`src/rtl/echo_sample_frontend.sv`:
```
// Front end for the echo canceller: accepts signed sample pairs, converts them to
// IEEE-754 doubles with a shift normaliser and publishes them on sample-period wraps.
module echo_sample_frontend #(
  parameter int unsigned SAMPLE_PERIOD = 250,
  parameter int unsigned IN_WIDTH      = 16
) (
  input  logic                clk_operation,
  input  logic                rst,
  input  logic                sample_valid_in,
  input  logic [IN_WIDTH-1:0] send_sample,
  input  logic [IN_WIDTH-1:0] receive_sample,
  output logic                sample_ready_out,
  input  logic                cancel_ready,
  output logic [63:0]         signal_send,
  output logic [63:0]         signal_receive,
  output logic [12:0]         sampling_cycle_counter,
  output logic                enable_sampling,
  output logic                enable,
  output logic                overrun,
  output logic                late
);

  localparam int unsigned SW   = $clog2(IN_WIDTH);
  localparam int unsigned MPAD = 53 - IN_WIDTH;
  localparam logic [12:0] LAST = 13'(SAMPLE_PERIOD - 1);

  typedef enum logic [1:0] {IDLE, CONV, PACK, DONE} state_t;

  state_t              state;
  logic [12:0]         cycle_cnt;
  logic [IN_WIDTH-1:0] mag_send, mag_recv;
  logic [SW-1:0]       sh_send, sh_recv;
  logic                neg_send, neg_recv;
  logic [63:0]         conv_send, conv_recv;
  logic                enable_issued;
  logic                send_done, recv_done;

  function automatic logic [IN_WIDTH-1:0] magnitude(input logic [IN_WIDTH-1:0] x);
    logic [IN_WIDTH-1:0] r;
    r = x[IN_WIDTH-1] ? (~x + 1'b1) : x;
    return r;
  endfunction

  // Normalised magnitude: the leading one becomes the implicit bit and is dropped.
  function automatic logic [63:0] pack(input logic neg, input logic [IN_WIDTH-1:0] m,
                                       input logic [SW-1:0] s);
    logic [10:0] e;
    e = 11'(1023 + IN_WIDTH - 1) - 11'(s);
    if (m == '0) return '0;
    return {neg, e, m[IN_WIDTH-2:0], {MPAD{1'b0}}};
  endfunction

  assign sample_ready_out       = (state == IDLE) & ~rst;
  assign sampling_cycle_counter = cycle_cnt;
  assign send_done              = mag_send[IN_WIDTH-1] | (mag_send == '0);
  assign recv_done              = mag_recv[IN_WIDTH-1] | (mag_recv == '0);

  always_ff @(posedge clk_operation) begin
    if (rst) begin
      state           <= IDLE;
      cycle_cnt       <= '0;
      mag_send        <= '0;
      mag_recv        <= '0;
      sh_send         <= '0;
      sh_recv         <= '0;
      neg_send        <= 1'b0;
      neg_recv        <= 1'b0;
      conv_send       <= '0;
      conv_recv       <= '0;
      enable_issued   <= 1'b0;
      signal_send     <= '0;
      signal_receive  <= '0;
      enable_sampling <= 1'b0;
      enable          <= 1'b0;
      overrun         <= 1'b0;
      late            <= 1'b0;
    end else begin
      cycle_cnt       <= (cycle_cnt == LAST) ? '0 : cycle_cnt + 1'b1;
      enable_sampling <= 1'b0;
      enable          <= 1'b0;

      if (sample_valid_in && !sample_ready_out) overrun <= 1'b1;

      // enable_sampling is high exactly in the counter==0 cycle after a publish.
      if (enable_sampling) begin
        if (cancel_ready || !enable_issued) begin
          enable        <= 1'b1;
          enable_issued <= 1'b1;
        end else begin
          late <= 1'b1;
        end
      end

      case (state)
        IDLE: begin
          if (sample_valid_in) begin
            neg_send <= send_sample[IN_WIDTH-1];
            neg_recv <= receive_sample[IN_WIDTH-1];
            mag_send <= magnitude(send_sample);
            mag_recv <= magnitude(receive_sample);
            sh_send  <= '0;
            sh_recv  <= '0;
            state    <= CONV;
          end
        end
        CONV: begin
          if (send_done && recv_done) state <= PACK;
          if (!send_done) begin
            mag_send <= mag_send << 1;
            sh_send  <= sh_send + 1'b1;
          end
          if (!recv_done) begin
            mag_recv <= mag_recv << 1;
            sh_recv  <= sh_recv + 1'b1;
          end
        end
        PACK: begin
          conv_send <= pack(neg_send, mag_send, sh_send);
          conv_recv <= pack(neg_recv, mag_recv, sh_recv);
          state     <= DONE;
        end
        DONE: begin
          if (cycle_cnt == LAST) begin
            signal_send     <= conv_send;
            signal_receive  <= conv_recv;
            enable_sampling <= 1'b1;
            state           <= IDLE;
          end
        end
        default: state <= IDLE;
      endcase
    end
  end

endmodule

```
`config.mk`:
```
export PLATFORM = sky130hd
export DESIGN_NAME = echo_sample_frontend
export DESIGN_NICKNAME = d
export VERILOG_FILES = /design/src/rtl/echo_sample_frontend.sv
export SDC_FILE = /design/constraint.sdc
export NUM_CORES = 1
export LEC_CHECK = 0
export BUFFER_PORTS_ARGS = -buffer_cell sky130_fd_sc_hd__buf_2
export CAP_MARGIN = 30
export CELL_PAD_IN_SITES_DETAIL_PLACEMENT = 1
export CELL_PAD_IN_SITES_GLOBAL_PLACEMENT = 1
export CORE_UTILIZATION = 40
export DETAILED_ROUTE_END_ITERATION = 10
export PLACE_DENSITY_LB_ADDON = 0.1
export SLEW_MARGIN = 25
export SYNTH_ARGS = -nofsm -noshare
export SYNTH_HDL_FRONTEND = slang
export SYNTH_SLANG_ARGS = --single-unit
```
`constraint.sdc`:
```
create_clock -name clk_operation -period 2.3 [get_ports clk_operation]
set_input_delay 0.23 -clock clk_operation [delete_from_list [all_inputs] [get_ports clk_operation]]
set_output_delay 0.23 -clock clk_operation [all_outputs]
set_load 0.005 [all_outputs]
```
==> results of run 1 <==
==> placed cells by master (no fill, tap or decap), drive strengths merged, types with 2 or more instances in the layout <==
cell	instances
a211o	9
a21oi	84
a22oi	12
a32oi	2
a41oi	2
and3	7
buf	143
bufinv	4
clkbuf	18
clkinv	2
clkinvlp	4
conb	74
dfxtp	158
ha	15
inv	15
mux2i	41
nand2	152
nand2b	13
nand3	18
nand4	4
nor2	94
nor2b	6
nor3	2
nor4	13
o211ai	8
o21ai	14
o31ai	8
o41ai	13
or2	5
or3	10
or4	4
or4b	2
xnor2	20
xor2	22
==> path summary, 6_finish.rpt <==
check                                        to                 startpoint  slack (ns)  cells after the start
worst max register to register         state[0]  sampling_cycle_counter[0]        0.17                      6
worst min register to register  signal_send[41]            signal_send[41]        0.45                      2
worst min-delay path               mag_send[14]            send_sample[14]        0.05                      2
worst max-delay path                   state[0]  sampling_cycle_counter[0]        0.17                      6
==> cell families after synthesis <==
| logic type | share of synthesized area, % |
|---|---|
| adder cells (fa/ha/maj) | 2.48 |
| multiplexers | 5.42 |
| buffers and inverters | 11.5 |
| other | 0.0495 |
| XOR/XNOR | 4.86 |
| flip-flops | 41.8 |
| AO/OA/AOI/OAI | 14.4 |
| AND/OR/NAND/NOR | 19.5 |
==> worst max-delay path: stages, from the launching register on <==
cell,delay (ns)
dfxtp_1,0.40
ha_1,0.18
or4b_1,0.46
or4_1,0.44
a21oi_1,0.17
o311a_2,0.22
mux2i_1,0.18
==> per-layer routing <==
metal  GRT usage, %  wire length (um)
met1           25.6              8850
met2           33.0              8730
met3           3.54               565
met4           5.84               211
met5              0                 0
==> synthesized netlist by cell type (all sizes together), types with 2 or more instances <==
cell	n	share of area (%)
clkbuf	35	1.7
or2	5	0.41
xnor2	20	2.3
or4b	2	0.26
a22oi	12	1.2
a32oi	2	0.23
or4	4	0.40
a41oi	2	0.23
and3	7	0.58
nand3	18	1.2
o41ai	13	2.4
o31ai	8	0.79
ha	15	2.5
inv	14	0.69
o21ai	14	0.93
nand4	4	0.33
nor4	13	1.2
mux2i	41	5.4
dfxtp	158	42
nor2b	6	0.50
a211o	9	1.0
a21oi	84	5.6
o211ai	8	0.79
buf	96	9.1
nand2b	13	1.1
nand2	152	7.5
or3	10	0.83
xor2	22	2.5
nor3	2	0.13
nor2	94	4.7
==> where the power goes <==
| part | internal (mW) | leakage [nW] | switching, mW |
|---|---|---|---|
| Sequential | 3.09 | 1.28 | 0.336 |
| Clock | 1.80 | 0.280 | 1.11 |
| Combinational | 1.21 | 2.08 | 1.60 |
==> through the flow <==
step / cell area (sq um) / util [%] / hold WS, ns / total power [mW]
finish: 8760 / 47.9 / 0.0525 / 9.13
CTS: 8760 / 47.9 / 0.0349 / 9.24
global placement: 8160 / 44.7 / 0.438 / 6.25
global route: 8760 / 47.9 / 0.0316 / 9.71
detailed placement: 8160 / 44.7 / 0.443 / 6.30
floorplan: 7850 / - / 0.333 / 5.33
==> state kept, by name, indices dropped and copies added (netlist names), 4 cells and up <==
| name | count |
|---|---|
| signal_send | 24 |
| conv_send | 24 |
| conv_recv | 24 |
| signal_receive | 24 |
| mag_recv | 16 |
| sh_send | 4 |
| sh_recv | 4 |
| mag_send | 16 |
| sampling_cycle_counter | 13 |
==> area by class of cell <==
type | count | area [sq um]
Fill cell | 2254 | 9510
Multi-Input combinational cell | 669 | 3810
Sequential cell | 158 | 3160
Timing Repair Buffer | 143 | 846
Clock buffer | 18 | 429
Tap cell | 229 | 287
Clock inverter | 11 | 169
Inverter | 14 | 52.6
==> out/metrics.cfg, run 1 <==
[outcome]
status = completed

[global_route]
grt_pass1_vias = 5903
grt_use_total_pct = 19.6
grt_start_max_net_pins = 95
gr-total-overflow = 0
antenna_found_initial = 0
grt_pass1_wl_um = 30800

[clocking]
cts_tree = done
cts_resized = 0
cts_made_buffers = 17
clockBufferDepth = 2
cts_setup_buffers = 0
htreeDepth = 4
clkLatencyLatePin_ns = 0.42
clkTransAtPathRegs_ns = 0.06
cts_hold_buf = 0
cts_root_buffer = clkbuf_16
cts_num_sinks = 158

[logic_synthesis]
synthFlopType = dfxtp_1
ys_seq_elements = 158
synth_cell_types = 55
yosysSeqAreaShare_pct = 41.8
syn-instance-count = 899
synth_edf_count = 0
yosysWarnings = 0
syn_area_per_cell_sq_um = 8.42
async_flop_share_pct = 0
syn_area_sq_mm = 0.00757

[floorplan]
start_util_pct = 41.5
rows = 49
chipWidth_um = 140
num_io_pins = 182
die_h_um = 140
core_area_sq_mm = 0.0183
die_area_sq_mm = 0.0195

[cells_and_area]
area_growth_pct = 15.6
diodes = 0
finalNonFillerCells = 1242
nets = 1054
drive_above_1_share_pct = 18.5

[critical_path]
critical_path_class = register to register
startpoint_type = register
crit_required_ns = 2.65
crit_arrival_ns = 2.48
cp-end-kind = register
crit_fanout = 5

[job]
cap_violations = 0

[detailed_routing]
wire_per_inst_um = 14.8
ant_nets = 0
first_pass_iters = 4
vias = 6120
drt-total-wl_um = 18400
post-route-drc-count = 0
vias_per_cell = 4.93
first_iter_violations = 248

[pwr]
p_per_area_mw_per_mm2 = 1040
ir_drop_mv = 0.559
p_leak_nw = 3.64

[timing]
slew_headroom_pct = 62.3
max_freq_mhz = 470
finalCritPeriodShare_pct = 92.6
hold_violations = 0
setup_ws_ns = 0.171
rsz0062_at_grt = no
finalSetupTns_ns = 0
period_needed_ns = 2.13
fin_skew_ns = 0.0101
report.final.slew_viol_count = 0
setup-violations-final = 0
tightest_slew_ns = 0.565

[worst_hold_path]
hp-class = input pin to register

[place]
routabilityCongestion = 0.802
dpl.hpwl_um = 13300
post-place-cells = 1213
preCtsSetupSlack_ns = 0.192
io_buffer_count = 107

Note: power is estimated with default switching activity, not from simulation.
==> run 2, diff against run 1 <==
PLACE_DENSITY_LB_ADDON = 0.12   (was 0.1)
==> out/metrics.cfg, run 2 (synthesized netlist as in run 1, its figures left out) <==
[pwr]
p_comb_share_pct = 30.9  ; +0.2 points
swShare_pct = 34.0  ; +0.73 points
pwr-share-seq_pct = 38.4  ; +0.9 points
p_int_mw = 5.88  ; -3.5%
power_mw = 8.91  ; -2.4%
clkPwrFrac_pct = 30.6  ; -1.2 points
p_sw_mw = 3.03  ; -0.26%
p_per_area_mw_per_mm2 = 1030  ; -1.5%
ir_drop_mv = 0.568  ; +1.6%
p_leak_nw = 3.58  ; -1.6%

[critical_path]
crit_fanout = 5  ; unchanged
critical_path_class = register to register
crit_required_ns = 2.65  ; about the same
crit_arrival_ns = 2.49  ; about the same
startpoint_type = register
r2r-start = sampling_cycle_counter[0]
reg2reg_setup_slack_ns = 0.16  ; -0.02 ns
rr_worst_depth = 6  ; unchanged
crit_end = state[1]
cp-end-kind = register
crit_start = sampling_cycle_counter[0]
r2r-end = state[1]

[place]
place_area_sq_mm = 0.00810  ; -0.80%
routabilityCongestion = 0.791  ; -1.4%
io_buffer_count = 107  ; unchanged
post-place-cells = 1206  ; -0.58%
dpl.hpwl_um = 12800  ; -3.1%
preCtsSetupSlack_ns = 0.164  ; -0.0280 ns

[timing]
rsz0062_at_grt = no
period_needed_ns = 2.14  ; +0.0160 ns
finalSetupTns_ns = 0  ; unchanged
report.final.slew_viol_count = 0  ; unchanged
tightest_slew_ns = 0.632  ; +0.0669 ns
setup-violations-final = 0  ; unchanged
holdWs_ns = 0.0217  ; -0.0308 ns
fin_skew_ns = 0.00700  ; -0.00315 ns
hold_violations = 0  ; unchanged
finalCritPeriodShare_pct = 93.3  ; +0.69 points
max_freq_mhz = 466  ; -0.74%
setup_ws_ns = 0.155  ; -0.0160 ns
slew_headroom_pct = 57.8  ; -4.5 points

[cells_and_area]
diodes = 0  ; unchanged
final_area_sq_mm = 0.00867  ; -0.96%
layout_common_cells = dfxtp_1, nand2_1, buf_2
area_growth_pct = 14.5
nets = 1047  ; -0.66%
drive_above_1_share_pct = 18.0  ; -0.49 points
finalNonFillerCells = 1236  ; -0.48%
utilization_pct = 47.5  ; -0.46 points
layout_commonest_cell = dfxtp_1

[floorplan]
core_area_sq_mm = 0.0183  ; unchanged
start_util_pct = 41.5  ; unchanged
rows = 49  ; unchanged
die_area_sq_mm = 0.0195  ; unchanged
die_h_um = 140  ; unchanged
chipWidth_um = 140  ; unchanged
num_io_pins = 182  ; unchanged

[clocking]
clkLatencyLatePin_ns = 0.42  ; about the same
cts_root_buffer = clkbuf_16
cts_num_sinks = 158  ; unchanged
clkTransAtPathRegs_ns = 0.06  ; about the same
clockBufferDepth = 2  ; unchanged
cts_made_buffers = 17  ; unchanged
cts_tree = done
htreeDepth = 4  ; unchanged

[detailed_routing]
wire_per_inst_um = 14.8  ; +0.49%
vias = 6142  ; +0.36%
first_iter_violations = 276  ; +11%
first_pass_iters = 4  ; unchanged
vias_per_cell = 4.97  ; +0.85%
post-route-drc-count = 0  ; unchanged
drt-total-wl_um = 18400  ; unchanged
ant_nets = 0  ; unchanged

[global_route]
grt_pass1_vias = 6071  ; +2.8%
gr-total-overflow = 0  ; unchanged
grt_start_max_net_pins = 140  ; +47%
antenna_found_initial = 0  ; unchanged
grt_use_total_pct = 19.5  ; -0.12 points
grt_pass1_wl_um = 30800  ; about the same

[job]
cap_violations = 0  ; unchanged

[worst_hold_path]
hold_depth = 2  ; unchanged
hp-class = input pin to register

[outcome]
status = completed

==> run 2: cell count changes in the layout (fill, tap and decap cells not counted), sizes merged <==
cell,delta
clkinv,-2
clkbuf,+3
bufinv,-2
buf,-7
clkinvlp,+2
==> run 2: worst min-delay path by stage <==
stage,from,to,slack (ns)
final,send_sample[14],mag_send[14],0.02
after floorplan,send_sample[14],mag_send[14],0.33
after global placement,signal_send[37],signal_send[37],0.44
after CTS,send_sample[14],mag_send[14],0.009
after detailed placement,signal_receive[37],signal_receive[37],0.44
after global routing,send_sample[14],mag_send[14],0.03
==> run 2: routing by layer <==
metal,vias to the layer above,track usage (%),share of wire [%]
met4,0,6.02,1.2
met1,2911,24.9,47
li1,3097,-,-
met2,119,33.0,48
met3,15,3.99,3.4
met5,-,0,0
==> run 2: critical path, cell delays in order (launching register included) <==
cell and delay [ns]:
dfxtp_1 0.39, ha_1 0.20, or4b_1 0.47, or4_1 0.44, a21oi_1 0.17, o311a_2 0.22
mux2i_1 0.18
==> run 2: power groups by stage <==
| stage | logic [mW] | registers, mW | clock network (mW) |
|---|---|---|---|
| 6_report | 2.76 | 3.43 | 2.73 |
| 5_1_grt | 3.08 | 3.48 | 2.92 |
| 4_1_cts | 2.75 | 3.43 | 2.81 |
| 3_5_place_dp | 2.73 | 3.49 | 0 |
| 3_3_place_gp | 2.69 | 3.48 | 0 |
| 2_1_floorplan | 1.96 | 3.37 | 0 |
==> run 2: area by class of cell <==
cell class	instances	area (sq um)
multi-input cells	669	3820
flip-flops and latches	158	3160
repair buffers	136	788
fillers	2267	9600
well taps	229	287
inverters	14	52.6
clock inverters	9	114
clock buffers	21	450
==> run 2: repair_timing <==
action	in CTS	in global routing
endpoints found under the setup margin	0	18
hold buffers	0	0
buffers inserted	0	0
resized for setup	0	4
